--- src/rtl/adc_dc_pkg.sv ---
// Shared types and helpers for the ADC DC conditioner.
package adc_dc_pkg;

    typedef enum logic {
        INIT = 1'b0,
        RUN  = 1'b1
    } state_t;

    localparam int unsigned CLAMP_W = 64;
    localparam int unsigned CLIP_W  = 16;

    function automatic int unsigned decim_log2(input int unsigned decim);
        return $clog2(decim);
    endfunction

    // Saturate a wide signed value into the signed range of out_w bits.
    function automatic logic signed [CLAMP_W-1:0] sat_clamp(
        input logic signed [CLAMP_W-1:0] value,
        input int unsigned               out_w
    );
        logic signed [CLAMP_W-1:0] max_v;
        logic signed [CLAMP_W-1:0] min_v;
        max_v = $signed((CLAMP_W'(1) << (out_w - 1)) - CLAMP_W'(1));
        min_v = ~max_v;
        if (value > max_v) begin
            return max_v;
        end else if (value < min_v) begin
            return min_v;
        end
        return value;
    endfunction

endpackage

--- src/rtl/decim_accum.sv ---
// Block-averaging decimator: sums DECIM valid codes and emits their mean.
module decim_accum
    import adc_dc_pkg::*;
#(
    parameter int unsigned ADC_W = 12,
    parameter int unsigned DECIM = 4
) (
    input  logic             clk_in,
    input  logic             rst_n_in,
    input  logic             adc_valid_in,
    input  logic [ADC_W-1:0] adc_data_in,
    output logic [ADC_W-1:0] avg,
    output logic             avg_vld
);

    localparam int unsigned LOG2  = decim_log2(DECIM);
    localparam int unsigned ACC_W = ADC_W + LOG2;
    localparam int unsigned CNT_W = (LOG2 > 0) ? LOG2 : 1;

    logic [CNT_W-1:0] cnt;
    logic [ACC_W-1:0] acc;
    logic [ACC_W-1:0] sum_c;

    assign sum_c = acc + ACC_W'(adc_data_in);

    // The group-closing sample is folded into the average directly; acc restarts the same cycle.
    always_ff @(posedge clk_in or negedge rst_n_in) begin
        if (!rst_n_in) begin
            cnt     <= '0;
            acc     <= '0;
            avg     <= '0;
            avg_vld <= 1'b0;
        end else begin
            avg_vld <= 1'b0;
            if (adc_valid_in) begin
                if (cnt == CNT_W'(DECIM - 1)) begin
                    avg     <= ADC_W'(sum_c >> LOG2);
                    avg_vld <= 1'b1;
                    acc     <= '0;
                    cnt     <= '0;
                end else begin
                    acc <= sum_c;
                    cnt <= cnt + CNT_W'(1);
                end
            end
        end
    end

endmodule

--- src/rtl/adc_dc_conditioner.sv ---
// Decimate raw ADC codes, remove tracked DC with a leaky integrator, scale and saturate.
// Optional raw-code clip counter enabled by defining ADC_CLIP_CNT_EN.
module adc_dc_conditioner
    import adc_dc_pkg::*;
#(
    parameter int unsigned ADC_W       = 12,
    parameter int unsigned OUT_W       = 16,
    parameter int unsigned DECIM       = 4,
    parameter int unsigned ALPHA_SHIFT = 10,
    parameter int unsigned GAIN_SHIFT  = 2
) (
    input  logic                    clk_in,
    input  logic                    rst_n_in,
    input  logic                    adc_valid_in,
    input  logic [ADC_W-1:0]        adc_data_in,
    input  logic                    hold_dc_in,
    output logic                    ready_out,
    output logic signed [OUT_W-1:0] x_out,
    output logic [ADC_W-1:0]        dc_out,
    output logic                    sat_out,
    output logic [CLIP_W-1:0]       clip_cnt_out
);

    localparam int unsigned DC_W   = ADC_W + ALPHA_SHIFT + 1;
    localparam int unsigned DIFF_W = ADC_W + 1;

    logic [ADC_W-1:0]         avg;
    logic                     avg_vld;
    state_t                   state;
    state_t                   state_nxt;
    logic [DC_W-1:0]          dc_acc;
    logic [DC_W-1:0]          dc_acc_nxt;
    logic [ADC_W-1:0]         dc_est;
    logic signed [DIFF_W-1:0] diff_nxt;
    logic signed [DIFF_W-1:0] diff_q;
    logic                     b_vld;
    logic signed [CLAMP_W-1:0] scaled_c;
    logic signed [CLAMP_W-1:0] clamped_c;

    decim_accum #(
        .ADC_W (ADC_W),
        .DECIM (DECIM)
    ) u_decim_accum (
        .clk_in       (clk_in),
        .rst_n_in     (rst_n_in),
        .adc_valid_in (adc_valid_in),
        .adc_data_in  (adc_data_in),
        .avg          (avg),
        .avg_vld      (avg_vld)
    );

    assign dc_est = ADC_W'(dc_acc >> ALPHA_SHIFT);
    assign dc_out = dc_est;

    always_ff @(posedge clk_in or negedge rst_n_in) begin
        if (!rst_n_in) begin
            state <= INIT;
        end else begin
            state <= state_nxt;
        end
    end

    // First average preloads the tracker; later ones subtract and leak it toward the input.
    always_comb begin
        state_nxt  = state;
        dc_acc_nxt = dc_acc;
        diff_nxt   = '0;
        if (avg_vld) begin
            case (state)
                INIT: begin
                    dc_acc_nxt = DC_W'(avg) << ALPHA_SHIFT;
                    state_nxt  = RUN;
                end
                RUN: begin
                    diff_nxt = $signed({1'b0, avg}) - $signed({1'b0, dc_est});
                    if (!hold_dc_in) begin
                        dc_acc_nxt = dc_acc + DC_W'(avg) - (dc_acc >> ALPHA_SHIFT);
                    end
                end
                default: state_nxt = INIT;
            endcase
        end
    end

    always_ff @(posedge clk_in or negedge rst_n_in) begin
        if (!rst_n_in) begin
            dc_acc <= '0;
            diff_q <= '0;
            b_vld  <= 1'b0;
        end else begin
            dc_acc <= dc_acc_nxt;
            b_vld  <= avg_vld;
            if (avg_vld) begin
                diff_q <= diff_nxt;
            end
        end
    end

    assign scaled_c  = CLAMP_W'(diff_q) <<< GAIN_SHIFT;
    assign clamped_c = sat_clamp(scaled_c, OUT_W);

    always_ff @(posedge clk_in or negedge rst_n_in) begin
        if (!rst_n_in) begin
            ready_out <= 1'b0;
            sat_out   <= 1'b0;
            x_out     <= '0;
        end else begin
            ready_out <= b_vld;
            sat_out   <= b_vld && (clamped_c != scaled_c);
            if (b_vld) begin
                x_out <= OUT_W'(clamped_c);
            end
        end
    end

`ifdef ADC_CLIP_CNT_EN
    // Counts rail codes on the raw input; sticks at full scale.
    always_ff @(posedge clk_in or negedge rst_n_in) begin
        if (!rst_n_in) begin
            clip_cnt_out <= '0;
        end else if (adc_valid_in
                     && ((adc_data_in == '0) || (adc_data_in == {ADC_W{1'b1}}))
                     && (clip_cnt_out != {CLIP_W{1'b1}})) begin
            clip_cnt_out <= clip_cnt_out + CLIP_W'(1);
        end
    end
`else
    assign clip_cnt_out = '0;
`endif

endmodule

--- config.mk ---
export PLATFORM = sky130hd
export DESIGN_NAME = adc_dc_conditioner
export DESIGN_NICKNAME = d
export VERILOG_FILES = /design/src/rtl/adc_dc_pkg.sv /design/src/rtl/decim_accum.sv /design/src/rtl/adc_dc_conditioner.sv
export SDC_FILE = /design/constraint.sdc
export NUM_CORES = 1
export LEC_CHECK = 0
export ABC_AREA = 1
export CAP_MARGIN = 20
export CELL_PAD_IN_SITES_DETAIL_PLACEMENT = 0
export CELL_PAD_IN_SITES_GLOBAL_PLACEMENT = 1
export CORE_UTILIZATION = 42
export DETAILED_ROUTE_END_ITERATION = 6
export PLACE_DENSITY = 0.78
export SYNTH_ARGS = -nofsm -noshare
export SYNTH_HDL_FRONTEND = slang
export SYNTH_HIERARCHICAL = 1
export SYNTH_SLANG_ARGS = --single-unit
--- constraint.sdc ---
create_clock -name clk_in -period 2.5 [get_ports clk_in]
set_input_delay 0.5 -clock clk_in [delete_from_list [all_inputs] [get_ports clk_in]]
set_output_delay 0.5 -clock clk_in [all_outputs]
set_load 0.005 [all_outputs]
==> flow_summary_export.csv, run 1 <==
group,metric,value,unit
synthesis,yosys-top-cells-count,"nand2_1 (302), inv_1 (183), dfrtp_1 (81)",
finish,fill_cells,1616,
critical_path,cp_num_cells,14,
synthesis,synthTopCellsByArea,"dfrtp_1 (30%), nand2_1 (17%), inv_1 (10%)",
floorplanning,rows,45,
critical_path,critPathBufInv,3,
synthesis,syn_inst,975,
clocking,clock_sinks,81,
critical_path,r2r-start,"u_decim_accum/avg[7]",
critical_path,critPathTopFamily,"adder cells",
finish,drive_above_1_share,0.130,
synthesis,ys_seq_area_frac,0.303,
critical_path,critPathMaxStageDelay,520,ps
sta,finalHoldViolations,0,
global_route,grt_antenna_before_repair,1,
synthesis,synth-seq-cells,81,
detailed_routing,routed_wl,18.6,mm
clocking,insertion_delay,350,ps
synthesis,syn_area,6690,µm²
global_route,grt_pass1_wl,29.8,mm
floorplanning,ios,62,
critical_path,critPathRequiredTime,2750,ps
synthesis,yosysTopAreaCellShare,0.303,
global_route,grt_overflow,0,
critical_path,critPathMaxFanout,5,
synthesis,synth_area_leader_cell,"dfrtp_1",
clocking,htreeDepth,3,
floorplanning,core-area,15400,µm²
floorplanning,die_w,128,µm
detailed_routing,num_vias,6064,
clocking,cts_buffer_depth,2,
sta,slew_viol_final,0,
place,place_congestion,0.885,
critical_path,rr_endpoint,"dc_acc[17]",
sta,rsz0062_at_grt,"yes",
sta,max_freq,422,MHz
finish,ff_latch_area,2030,µm²
global_route,grt_max_degree,44,
clocking,cts_root_buf,"clkbuf_16",
sta,whs,121,ps
finish,multi_input_area,3850,µm²
detailed_routing,detail_route.vias_per_cell,4.78,
critical_path,path_cells,"inv_1 -> fa_1 -> inv_1 -> ha_4 -> nand2_2 -> buf_4 -> nor2_4 -> nand3_1 -> nand3_2 -> nand2_1 -> nand3_1 -> nand3_1 -> nand2_1 -> nand2_1",
place,dp_hpwl,14.6,mm
synthesis,async_flop_share,1.00,
sta,worst_pin_slew,667,ps
critical_path,arrival,2620,ps
clocking,clk_pin_slew,70,ps
clocking,cts_tree,"built",
run,drv_cap,0,
critical_path,crit_path_start_kind,"flop",
detailed_routing,drt_iter0_markers,375,
detailed_routing,firstDrtPassIters,5,
detailed_routing,wl_per_cell,14.6,µm
sta,final-setup-viol-count,0,
critical_path,setup.worst_path.start,"u_decim_accum/avg[7]",
synthesis,synth_edf_count,0,
floorplanning,initial_core_util,0.435,
place,port_buffers,42,
sta,fin_ws,128,ps
critical_path,slowest_stage,"fa_1",
critical_path,cp-end-kind,"flop",
finish,nets,1132,
finish,area_growth,20.0,%
global_route,first_global_vias,5773,
synthesis,synth.most_common_cell,"nand2_1",
global_route,grt_usage,0.240,
sta,relSlewSlack,0.555,
sta,fin_crit,2370,ps
critical_path,reg2regPathDepth,14,
critical_path,r2r_slack,130,ps
floorplanning,die_area,16400,µm²
clocking,cts_buffers,9,
sta,min_period_over_period,0.949,
synthesis,yosys_warnings,6,
synthesis,synthDistinctLibCells,38,
synthesis,syn_avg_cell_area,6.86,µm²
critical_path,path_class,"flop to flop",
place,place_ws,-89.0,ps
sta,skew,10.5,ps
synthesis,synth-main-ff-cell,"dfrtp_1",
detailed_routing,drcViolationCount,0,
detailed_routing,ant_nets,0,
min_path,worstHoldPathType,"primary input to asynchronous set/reset pin",
clocking,cts-hold-fix-buffers,0,
floorplanning,die_h,128,µm
outcome,status,"complete, no violations",
how the worst max path moves through the flow:
| stage | to | slack [ps] |
|---|---|---|
| after global routing | dc_acc[13] | -40 |
| after detailed placement | dc_acc[8] | -90 |
| final | dc_acc[17] | 130 |
| after global placement | dc_acc[8] | -100 |
| after floorplan | dc_acc[12] | 210 |
| after CTS | dc_acc[12] | 6 |
cell families (layout without fill, tap and decap cells):
family / after synthesis / in the layout / synth area share
flip-flops: 81 / 81 / 0.303
XOR/XNOR: 9 / 9 / 0.0118
AND/OR/NAND/NOR: 465 / 465 / 0.296
adder cells (fa/ha/maj): 63 / 63 / 0.134
multiplexers: 3 / 3 / 0.00505
buffers and inverters: 235 / 299 / 0.157
other: 1 / 20 / 0.000561
AO/OA/AOI/OAI: 118 / 118 / 0.0937
per-layer routing:
layer / vias to the layer above / share of wire / global-route usage
li1: 3134 / - / -
met1: 2789 / 0.49 / 0.328
met2: 116 / 0.46 / 0.383
met3: 25 / 0.038 / 0.0422
met4: 0 / 0.019 / 0.0817
met5: - / 0 / 0
placed cells by master, fill, tap and decap left out, types with 6 or more instances in the layout:
cell type        netlist  final
nand2_1              302    296
inv_1                183    177
dfrtp_1               81     81
nand3_1               63     61
nor2_1                57     55
a21oi_1               55     54
buf_4                 32     49
clkdlybuf4s50_1        0     41
ha_1                  49     39
o21ai_0               38     36
nand2_2               13     19
conb_1                 1     19
inv_2                  9     15
fa_1                  14     13
o21ai_1                9     11
ha_4                   0      9
clkbuf_16              0      9
nor2_2                 6      7
nand4_1                7      7
o22ai_1                7      7
nand3_2                4      6
timing repair:
action                     CTS  global route
setup buffers                0             6
pin swaps                    0             4
gates resized for setup      2            34
setup endpoints to repair    2            15
gates cloned                 0             0
per-stage QoR:
step | util | setup TNS [ps] | cell area [µm²] | instances
2_1_floorplan | - | 0 | 6760 | 993
3_3_place_gp | 0.485 | -112 | 7450 | 1247
3_5_place_dp | 0.485 | -95.8 | 7450 | 1247
4_1_cts | 0.509 | 0 | 7820 | 1262
5_1_grt | 0.522 | -108 | 8030 | 1268
6_report | 0.522 | 0 | 8030 | 1269
layout make-up:
class	count	share of cell area
diodes	1	0.000312
clock buffers	9	0.0281
clock inverters	6	0.0175
inverters	193	0.0902
multi-input cells	677	0.479
flip-flops and latches	81	0.252
well taps	211	0.0329
repair buffers	91	0.0994
state kept, by name (all words and copies together) (netlist names):
| register | cells |
|---|---|
| u_decim_accum/cnt | 2 |
| ready_out | 1 |
| b_vld | 1 |
| u_decim_accum/avg_vld | 1 |
| diff_q | 13 |
| state | 1 |
| u_decim_accum/acc | 14 |
| u_decim_accum/avg | 12 |
| dc_acc | 23 |
| x_out | 13 |
Power of run 1 is left out: the tool's default activity adds up to more than one toggle a clock period on the data nets, which glitch-free logic cannot reach.
==> inputs of run 2 (changes only) <==
==> constraint.sdc (replaced) <==
create_clock -name clk_in -period 2.7 [get_ports clk_in]
set_input_delay 0.54 -clock clk_in [delete_from_list [all_inputs] [get_ports clk_in]]
set_output_delay 0.54 -clock clk_in [all_outputs]
set_load 0.005 [all_outputs]
==> flow_summary_export.csv, run 2 (synthesis results as in run 1) <==
group,metric,value,unit
global_route,grt_antenna_before_repair,0,
run,drv_cap,0,
sta,fin_crit,2520,ps
floorplanning,ios,62,
clocking,clk_pin_slew,70,ps
critical_path,slowest_stage,"fa_1",
floorplanning,core-area,15400,µm²
outcome,status,"complete, no violations",
critical_path,critPathRequiredTime,2940,ps
global_route,grt_max_degree,43,
sta,min_period_over_period,0.935,
detailed_routing,drcViolationCount,0,
finish,drive_above_1_share,0.0942,
floorplanning,initial_core_util,0.435,
global_route,grt_overflow,0,
place,place_congestion,0.904,
detailed_routing,drt_iter0_markers,408,
global_route,first_global_vias,5651,
critical_path,setup.worst_path.start,"dc_acc[10]",
critical_path,crit_path_start_kind,"flop",
global_route,grt_usage,0.241,
finish,largest_reg_flops,23,
clocking,clock_sinks,81,
critical_path,critPathBufInv,3,
finish,antenna_cells,0,
critical_path,r2r-start,"dc_acc[10]",
sta,worst_pin_slew,603,ps
detailed_routing,firstDrtPassIters,5,
clocking,insertion_delay,350,ps
finish,top_register,"dc_acc",
sta,skew,9.22,ps
finish,nets,1114,
clocking,htreeDepth,3,
clocking,cts_root_buf,"clkbuf_16",
critical_path,critPathMaxStageDelay,540,ps
critical_path,path_class,"flop to flop",
detailed_routing,routed_wl,18.4,mm
sta,rsz0062_at_grt,"no",
sta,slew_viol_final,0,
detailed_routing,num_vias,5950,
critical_path,arrival,2760,ps
finish,final_cell_mix,"nand2_1 (302), inv_1 (182), dfrtp_1 (79)",
clocking,cts_tree,"built",
sta,finalHoldViolations,0,
place,placedInstanceArea,7360,µm²
sta,relSlewSlack,0.598,
floorplanning,die_area,16400,µm²
finish,final_common_cell,"nand2_1",
critical_path,critPathMaxFanout,4,
sta,final-setup-viol-count,0,
detailed_routing,detail_route.vias_per_cell,4.76,
floorplanning,die_w,128,µm
floorplanning,die_h,128,µm
critical_path,crit_path_frequent_cell,"nand2_1",
min_path,worstHoldPathType,"primary input to asynchronous set/reset pin",
detailed_routing,wl_per_cell,14.7,µm
critical_path,critPathTopFamily,"adder cells",
critical_path,path_cells,"inv_1 -> fa_1 -> inv_1 -> ha_2 -> nand2_1 -> inv_2 -> nand2_1 -> nor3_1 -> nand3_1 -> nand3_1 -> nand2_1 -> nand3_1 -> nand2_1",
finish,top_regs,"dc_acc: 23 flops, u_decim_accum/acc: 14 flops",
clocking,cts_buffers,9,
clocking,cts_buffer_depth,2,
detailed_routing,ant_nets,0,
global_route,grt_pass1_wl,29.8,mm
floorplanning,rows,45,
place,dp_hpwl,14.8,mm
sta,max_freq,396,MHz
finish,final_cell_area,7700,µm²
critical_path,cp-end-kind,"flop",
finish,area_growth,15.1,%
place,port_buffers,42,
-- run 2: changes by cell type in the layout (fill, tap and decap cells not counted), sizes merged --
cell / delta
diode: -1
inv: -1
bufinv: -2
buf: -18
clkinvlp: +1
clkbuf: +3
-- run 2: through the flow --
step	TNS, ps	std cells	worst slack (ps)	utilization	hold WS (ps)
final	0	1251	176	0.501	189
after floorplan	0	993	413	-	244
after global placement	-112	1235	-112	0.479	463
after global routing	0	1251	22.8	0.501	245
after detailed placement	-91.8	1235	-80.4	0.479	468
after CTS	0	1251	52.4	0.500	216
-- run 2: cell type report --
type / count / area, µm²
clock buffer: 12 / 246
clock inverter: 4 / 76.3
fill: 1573 / 7670
inverter: 193 / 724
multi-input combinational: 677 / 3700
sequential: 81 / 2030
tap: 211 / 264
timing repair buffer: 73 / 663
-- run 2: timing repair --
action                     in CTS  in global routing
pin swaps                       0                  0
hold buffers                    0                  0
gates resized for setup         2                  6
setup endpoints to repair       2                  9
setup buffers                   0                  0
-- run 2: final timing paths --
path / end / slack (ps) / cells after the start
worst min-delay path: dc_acc[9] / 190 / 1
worst max register to register: dc_acc[22] / 180 / 13
min in group clk_in: u_decim_accum/cnt[1] / 480 / 2
worst max-delay path: dc_acc[22] / 180 / 13
max in group asynchronous: diff_q[0] / 1860 / 2
worst min register to register: u_decim_accum/cnt[1] / 480 / 2
-- run 2: routing by layer --
layer,share of wire,up-vias,global-route usage
met3,0.047,24,0.0392
met2,0.45,130,0.390
met5,0,-,0
met4,0.020,0,0.0824
li1,-,3099,-
met1,0.48,2697,0.326
-- run 2: worst reg2reg max path, cell delays in order (launching register included) --
cell	delay, ps
dfrtp_2	430
inv_1	80
fa_1	540
inv_1	70
ha_2	380
nand2_1	110
inv_2	70
nand2_1	100
nor3_1	230
nand3_1	130
nand3_1	100
nand2_1	50
nand3_1	70
nand2_1	50
Power of run 2 is left out for the same reason.
